File: src/rtl/store_packer_pkg.sv
// Shared store-path encodings: access size codes, byte-enable masks and the lane-align result.
// Used by store_packer and store_lane_align.
package store_packer_pkg;

    typedef enum logic [1:0] {
        SZ_BYTE = 2'b00,
        SZ_HALF = 2'b01,
        SZ_WORD = 2'b10,
        SZ_RSVD = 2'b11
    } size_e;

    localparam logic [3:0] BE_B0   = 4'b0001;
    localparam logic [3:0] BE_HLO  = 4'b0011;
    localparam logic [3:0] BE_HHI  = 4'b1100;
    localparam logic [3:0] BE_WORD = 4'b1111;

    typedef struct packed {
        logic [31:0] wdata;
        logic [3:0]  be;
        logic        mis;
    } lane_t;

endpackage

File: src/rtl/store_packer_lane_align.sv
// store_lane_align: replicates byte/half data across the word and builds byte enables.
// Purely combinational; also flags accesses that break natural alignment.
module store_lane_align
    import store_packer_pkg::*;
(
    input  logic [1:0]  size_i,
    input  logic [1:0]  addr_lo_i,
    input  logic [31:0] data_i,
    output lane_t       lane_o
);

    always_comb begin
        lane_o.wdata = data_i;
        lane_o.be    = BE_WORD;
        lane_o.mis   = 1'b0;
        case (size_e'(size_i))
            SZ_BYTE: begin
                lane_o.wdata = {4{data_i[7:0]}};
                lane_o.be    = BE_B0 << addr_lo_i;
            end
            SZ_HALF: begin
                // Only o[1] selects the lane, so masking o[0] needs no extra logic.
                lane_o.wdata = {2{data_i[15:0]}};
                lane_o.be    = addr_lo_i[1] ? BE_HHI : BE_HLO;
                lane_o.mis   = addr_lo_i[0];
            end
            default: begin
                lane_o.wdata = data_i;
                lane_o.be    = BE_WORD;
                lane_o.mis   = |addr_lo_i;
            end
        endcase
    end

endmodule

File: src/rtl/store_packer.sv
// store_packer: lane-aligns sb/sh/sw requests and queues them for data memory (valid/ready).
// Define MISALIGN_EXC_EN to drop misaligned stores and pulse exc_valid instead of realigning.
module store_packer
    import store_packer_pkg::*;
#(
    parameter  int DEPTH  = 2,
    parameter  int ADDR_W = 32,
    localparam int PW     = $clog2(DEPTH)
) (
    input  logic              clk,
    input  logic              rst_n,
    input  logic              req_valid,
    output logic              req_ready,
    input  logic [ADDR_W-1:0] req_addr,
    input  logic [31:0]       req_wdata,
    input  logic [1:0]        req_size,
    output logic              mem_valid,
    input  logic              mem_ready,
    output logic [ADDR_W-1:0] mem_addr,
    output logic [31:0]       mem_wdata,
    output logic [3:0]        mem_be,
    output logic              exc_valid,
    output logic [ADDR_W-1:0] exc_addr,
    output logic [PW:0]       level
);

    lane_t lane;

    store_lane_align u_align (
        .size_i    (req_size),
        .addr_lo_i (req_addr[1:0]),
        .data_i    (req_wdata),
        .lane_o    (lane)
    );

    logic [ADDR_W-1:0] addr_q [DEPTH];
    logic [31:0]       data_q [DEPTH];
    logic [3:0]        be_q   [DEPTH];
    logic [PW:0]       wr_q, wr_d, rd_q, rd_d;
    logic              full, empty, push_ok, enq, deq;

    assign full      = (wr_q[PW] != rd_q[PW]) && (wr_q[PW-1:0] == rd_q[PW-1:0]);
    assign empty     = (wr_q == rd_q);
    assign req_ready = rst_n && !full;
    assign push_ok   = req_valid && req_ready;
    assign mem_valid = !empty;
    assign deq       = mem_valid && mem_ready;
    assign level     = wr_q - rd_q;

    assign mem_addr  = addr_q[rd_q[PW-1:0]];
    assign mem_wdata = data_q[rd_q[PW-1:0]];
    assign mem_be    = be_q[rd_q[PW-1:0]];

    always_comb begin
        wr_d = enq ? wr_q + 1'b1 : wr_q;
        rd_d = deq ? rd_q + 1'b1 : rd_q;
    end

    always_ff @(posedge clk or negedge rst_n) begin
        if (!rst_n) begin
            wr_q <= '0;
            rd_q <= '0;
            for (int i = 0; i < DEPTH; i++) begin
                addr_q[i] <= '0;
                data_q[i] <= '0;
                be_q[i]   <= '0;
            end
        end else begin
            wr_q <= wr_d;
            rd_q <= rd_d;
            if (enq) begin
                addr_q[wr_q[PW-1:0]] <= {req_addr[ADDR_W-1:2], 2'b00};
                data_q[wr_q[PW-1:0]] <= lane.wdata;
                be_q[wr_q[PW-1:0]]   <= lane.be;
            end
        end
    end

`ifdef MISALIGN_EXC_EN
    logic              exc_valid_q;
    logic [ADDR_W-1:0] exc_addr_q;

    // Misaligned stores are consumed by the handshake but never reach memory.
    assign enq = push_ok && !lane.mis;

    always_ff @(posedge clk or negedge rst_n) begin
        if (!rst_n) begin
            exc_valid_q <= 1'b0;
            exc_addr_q  <= '0;
        end else begin
            exc_valid_q <= push_ok && lane.mis;
            if (push_ok && lane.mis) exc_addr_q <= req_addr;
        end
    end

    assign exc_valid = exc_valid_q;
    assign exc_addr  = exc_addr_q;
`else
    logic unused_mis;

    assign enq        = push_ok;
    assign exc_valid  = 1'b0;
    assign exc_addr   = '0;
    assign unused_mis = lane.mis;
`endif

endmodule

File: config.mk
export PLATFORM = sky130hd
export DESIGN_NAME = store_packer
export DESIGN_NICKNAME = d
export VERILOG_FILES = /design/src/rtl/store_packer_pkg.sv /design/src/rtl/store_packer_lane_align.sv /design/src/rtl/store_packer.sv
export SDC_FILE = /design/constraint.sdc
export NUM_CORES = 1
export LEC_CHECK = 0
export ABC_CLOCK_PERIOD_IN_PS = 2100
export CORE_MARGIN = 2
export CORE_UTILIZATION = 49
export CTS_BUF_LIST = sky130_fd_sc_hd__clkbuf_8 sky130_fd_sc_hd__clkbuf_16
export DETAILED_ROUTE_END_ITERATION = 10
export GPL_TIMING_DRIVEN = 1
export PLACE_DENSITY = 0.8
export SYNTH_ARGS = -nofsm -noshare
export SYNTH_HDL_FRONTEND = slang
export SYNTH_SLANG_ARGS = --single-unit
File: constraint.sdc
create_clock -name clk -period 2.1 [get_ports clk]
set_input_delay 0.525 -clock clk [delete_from_list [all_inputs] [get_ports clk]]
set_output_delay 0.525 -clock clk [all_outputs]
set_load 0.1 [all_outputs]
==> results.yml, run 1 <==
setup_path:
  critPathKind: "register to primary output"
  cp-end-kind: "primary output"
  path_cells: "ha_4 > clkinvlp_4 > or2_4 > buf_12"
  slowest_stage: "dfrtp_4"
  worst-path-buf-inv: 2
  slowest_delay_ns: 0.54
  crit_arrival_ns: 1.81
  required_ns: 1.57
  cp-start-kind: "register"
  critPathMaxFanout: 4
  critPathTopFamily: "flip-flops"
timing:
  relSlewSlack: 0.522
  hold_ws_ns: 0.226
  fin_skew_ns: 0.00548
  period_needed_ns: 2.33
  maxSlewViolCount: 0
  worst_slew_pin_slew_ns: 0.717
  fin_ws_ns: -0.233
  finalHoldViolations: 0
  fin_crit_sh: 1.11
  rsz0062_at_grt: "true"
  setup_tns_ns: -24.88
  finalSetupViolCount: 200
  fmax_ghz: 0.429
floorplan:
  die_area_um2: 14700
  fp.dieW_um: 121
  core-area_um2: 13300
  std_cell_rows: 42
  die_y_um: 121
  io_pins: 175
  initial_utilization: 0.505
layout:
  final_cells: 824
  n_antenna_cell: 0
  final_cell_mix: "dfrtp_1 (134), mux2_4 (118), mux2_2 (87)"
  layout_commonest_cell: "dfrtp_1"
  area_growth_pct: 54.5
  drive_gt1_frac: 0.554
  nNetsFinal: 706
cts:
  root_buffer: "clkbuf_16"
  cts_tree: "yes"
  path_clk_slew_ns: 0.06
  cts_made_buffers: 17
  insertion_delay_ns: 0.42
  cts_hold_buffers: 0
  clock_sinks: 136
  htreeDepth: 4
  cts_buffer_depth: 2
detailed_routing:
  wire_per_inst_um: 22.4
  wl_met1_um: 7790
  met3_wirelength_um: 1170
  first_pass_iters: 4
  top_layer_used: "met4"
  final_antenna_net_count: 0
  via_per_inst: 5.35
  vias: 4406
  wl_met2_um: 9090
  wl_um: 18500
  drcViolationCount: 0
  drt-initial-drc-count: 213
global_route:
  grt-ovfl-total: 0
  track_usage: 0.225
  grt_pass1_vias: 4569
  antenna_found_initial: 0
  grt_first_pass_wirelength_um: 25000
  grt_max_degree: 137
run:
  maxCapViolations: 0
synth:
  ys_types: 27
  synth_top_cell_by_area: "dfrtp_1"
  synthCells: 461
  synth.area.top_cells: "dfrtp_1 (51%), mux2_2 (25%), mux2_4 (8.9%), mux2_1 (4.3%), buf_4 (4.0%)"
  ys_seq_area_frac: 0.505
  yosysTopAreaCellShare: 0.505
  synth.avg_cell_area_um2: 14.6
  yosysWarnings: 0
  ys_seq_elements: 136
  syn_area_um2: 6740
status:
  status: "finished, violations left"
  violations: "setup timing"
placement:
  port_buffers: 139
  dpl.hpwl_um: 10600
  placed_cells: 768
  routabilityCongestion: 0.846
worst_hold_path:
  min_path_type: "input pin to async pin"
cells in the mapped netlist:
cell / instances
mux2_2: 148
dfrtp_1: 136
mux2_4: 40
buf_4: 36
mux2_1: 26
clkbuf_1: 9
nand2_1: 9
o21ai_0: 9
buf_6: 8
mux2i_1: 8
buf_2: 6
inv_1: 3
xnor2_1: 3
a211oi_2: 2
a21o_1: 2
buf_1: 2
nor2_1: 2
o21bai_1: 2
xor2_1: 2
a21boi_0: 1
a21oi_1: 1
conb_1: 1
ha_1: 1
nand2b_1: 1
o211ai_1: 1
or2_2: 1
xor2_2: 1
timing repair:
action	in CTS	in global routing
gates cloned	0	14
buffers inserted	6	4
gates resized for setup	10	90
endpoints found under the setup margin	70	200
pin swaps	3	3
sequential cells by signal (all words and copies together), names as in the netlist:
register / count
wr_q: 2
data_q: 64
addr_q: 60
be_q: 8
rd_q: 2
worst register-to-register path, stage by stage (launching register included):
cell       delay [ns]
dfrtp_4          0.54
ha_4             0.29
buf_6            0.13
buf_6            0.12
a211oi_4         0.37
buf_6            0.23
clkbuf_16        0.20
mux2_4           0.31
per-stage QoR:
| step | setup WS [ns] | utilization | cell area [um2] |
|---|---|---|---|
| floorplan | -0.113 | - | 6920 |
| global placement | -0.165 | 0.678 | 9050 |
| detailed placement | -0.204 | 0.678 | 9050 |
| CTS | -0.189 | 0.730 | 9740 |
| global route | -0.274 | 0.780 | 10400 |
| finish | -0.233 | 0.780 | 10400 |
metal layers:
layer | up-vias | track usage
met4 | 0 | 0.0819
met3 | 33 | 0.0672
met1 | 2287 | 0.289
met5 | - | 0
met2 | 179 | 0.362
li1 | 1907 | -
cell families (layout without fill, tap and decap cells):
group	Yosys count	after routing	share of synthesized area
and+or+nand+nor	13	13	0.00799
xor gates and xnor gates	6	6	0.00892
adders and majority gates	1	1	0.00186
DFF	136	136	0.505
muxes	222	222	0.392
AOI/OAI and AO/OA	18	18	0.0178
other	1	35	0.000557
buffers and inverters	64	217	0.0658
area by class of cell:
| type | instances | area [um2] |
|---|---|---|
| Timing Repair Buffer | 182 | 2780 |
| Inverter | 3 | 15.0 |
| Sequential cell | 136 | 3410 |
| Clock buffer | 22 | 494 |
| Tap cell | 176 | 220 |
| Multi-Input combinational cell | 295 | 3380 |
| Clock inverter | 10 | 101 |
| Fill cell | 757 | 2940 |
worst paths after layout:
kind,start,endpoint,slack [ns],depth (start not counted)
max,rd_q[0],mem_valid,-0.23,4
min,rst_n,addr_q[45],0.23,2
max reg2reg,rd_q[0],addr_q[23],-0.21,7
min reg2reg,data_q[14],data_q[14],0.48,1
max in group asynchronous,rst_n,rd_q[0],1.32,2
min in group clk,data_q[14],data_q[14],0.48,1
Power of run 1 is left out: the tool's default activity adds up to more than one toggle a clock period on the data nets, which glitch-free logic cannot reach.
==> inputs of run 2 (changes only) <==
--- a/config.mk
+++ b/config.mk
@@ -5,13 +5,14 @@
 export SDC_FILE = /design/constraint.sdc
 export NUM_CORES = 1
 export LEC_CHECK = 0
-export ABC_CLOCK_PERIOD_IN_PS = 2100
+export ABC_CLOCK_PERIOD_IN_PS = 2400
 export CORE_MARGIN = 2
-export CORE_UTILIZATION = 49
+export CORE_UTILIZATION = 50
 export CTS_BUF_LIST = sky130_fd_sc_hd__clkbuf_8 sky130_fd_sc_hd__clkbuf_16
 export DETAILED_ROUTE_END_ITERATION = 10
 export GPL_TIMING_DRIVEN = 1
-export PLACE_DENSITY = 0.8
+export PLACE_DENSITY = 0.86
 export SYNTH_ARGS = -nofsm -noshare
 export SYNTH_HDL_FRONTEND = slang
+export SYNTH_HIERARCHICAL = 1
 export SYNTH_SLANG_ARGS = --single-unit
==> constraint.sdc (replaced) <==
create_clock -name clk -period 2.4 [get_ports clk]
set_input_delay 0.6 -clock clk [delete_from_list [all_inputs] [get_ports clk]]
set_output_delay 0.6 -clock clk [all_outputs]
set_load 0.1 [all_outputs]
==> run 2 against run 1 <==
Net effect:
- the run now ends clean
- final cell count down 2.1%
- register-to-register slack improved by 0.61 ns
- first-iteration DRC count fell by 1.9%
- design area decreased by 5.8%
- clock skew grew 0.0020 ns
- sequential cell count unchanged
- utilization down 4.5 points
- critical path depth shrank 1
- largest cell class unchanged
==> results.yml, run 2 <==
detailed_routing:
  final_antenna_net_count: 0
  wire_per_inst_um: 19.9
  wl_um: 16100
  first_pass_iters: 4
  via_per_inst: 5.25
  drt-initial-drc-count: 209
  drcViolationCount: 0
  vias: 4237
global_route:
  antenna_found_initial: 0
  grt_first_pass_wirelength_um: 25000
  use_met3: 0.0677
  grt-ovfl-total: 0
  top_usage_layer: "met2"
  track_usage: 0.224
  grt_use_met1: 0.271
  grt_pass1_vias: 4786
  grt_use_met2: 0.382
  grt_max_degree: 137
cts:
  root_buffer: "clkbuf_16"
  clock_sinks: 136
  cts_buffer_depth: 2
  path_clk_slew_ns: 0.06
  cts_tree: "yes"
  cts_made_buffers: 17
  insertion_delay_ns: 0.42
  cts_hold_buffers: 0
  htreeDepth: 4
placement:
  dpl.hpwl_um: 10900
  port_buffers: 139
  routabilityCongestion: 0.756
  dp_slack_ns: 0.0814
floorplan:
  die_area_um2: 14700
  fp.dieW_um: 121
  std_cell_rows: 42
  core-area_um2: 13300
  die_y_um: 121
  io_pins: 175
  initial_utilization: 0.516
timing:
  fin_crit_sh: 0.979
  relSlewSlack: 0.515
  worst_slew_pin_slew_ns: 0.727
  fin_skew_ns: 0.00746
  fmax_ghz: 0.425
  finalHoldViolations: 0
  finalSetupViolCount: 0
  maxSlewViolCount: 0
  fin_ws_ns: 0.0497
  period_needed_ns: 2.35
  rsz0062_at_grt: "true"
setup_path:
  cp-start-kind: "register"
  rrSetupSlack_ns: 0.40
  required_ns: 1.80
  critPathKind: "register to primary output"
  r2r_cells: 6
  cp-startpoint: "rd_q[0]"
  critPathMaxFanout: 35
  crit_arrival_ns: 1.75
  critPathCapture: "mem_wdata[5]"
  r2r_end: "addr_q[44]"
  reg2reg_from: "rd_q[0]"
  cp-end-kind: "primary output"
layout:
  drive_gt1_frac: 0.559
  final_cell_mix: "mux2_2 (174), dfrtp_1 (135), buf_12 (78)"
  num-fill-cells: 827
  n_antenna_cell: 0
  largest_reg_flops: 64
  top_regs: "data_q: 64 flops, addr_q: 60 flops, be_q: 8 flops"
  area_growth_pct: 42.5
  regMostFlops: "data_q"
  nNetsFinal: 689
  layout_commonest_cell: "mux2_2"
synth:
  synthCells: 475
  yosysWarnings: 6
  syn_area_um2: 6880
  synth.avg_cell_area_um2: 14.5
worst_hold_path:
  min_path_type: "input pin to async pin"
status:
  status: "finished, final reports clean"
run:
  maxCapViolations: 0
[run 2: per-layer routing]
| layer | wire, um | vias to the layer above |
|---|---|---|
| met5 | 0 | - |
| met1 | 6620 | 2190 |
| li1 | - | 1886 |
| met4 | 259 | 0 |
| met3 | 951 | 23 |
| met2 | 8220 | 138 |
[run 2: stage by stage]
stage	instances	cell area [um2]	util	hold slack [ns]	setup TNS (ns)
CTS	805	9770	0.732	0.337	-1.35
global route	807	9810	0.735	0.361	-0.000883
global placement	772	9070	0.680	0.483	0
detailed placement	772	9070	0.680	0.491	0
floorplan	509	7040	-	0.304	0
finish	807	9810	0.735	0.279	0
[run 2: what timing repair did]
action | 4_1_cts | 5_1_grt
gates cloned | 0 | 1
setup endpoints to repair | 18 | 67
pin swaps | 1 | 0
resized for setup | 4 | 1
setup buffers | 1 | 1
[run 2: worst min path at each step]
| stage | end | cells past startpoint |
|---|---|---|
| 4_1_cts | addr_q[23] | 2 |
| 3_5_place_dp | data_q[1] | 1 |
| 5_1_grt | addr_q[49] | 2 |
| 2_1_floorplan | addr_q[10] | 0 |
| 6_report | addr_q[55] | 2 |
| 3_3_place_gp | addr_q[12] | 1 |
[run 2: worst max-delay path, stage by stage (launching register included)]
cell and delay (ns):
dfrtp_2 0.46, buf_16 0.24, mux2_2 0.41, buf_12 0.18
[run 2: final cells by class]
class / count / area [um2] / area share
sequential: 136 / 3400 / 0.347
multi-input combinational: 300 / 3120 / 0.318
timing repair buffer: 160 / 2390 / 0.244
clock buffer: 21 / 480 / 0.0490
tap: 176 / 220 / 0.0225
clock inverter: 11 / 176 / 0.0180
inverter: 3 / 15.0 / 0.00153
Power of run 2 is left out for the same reason.
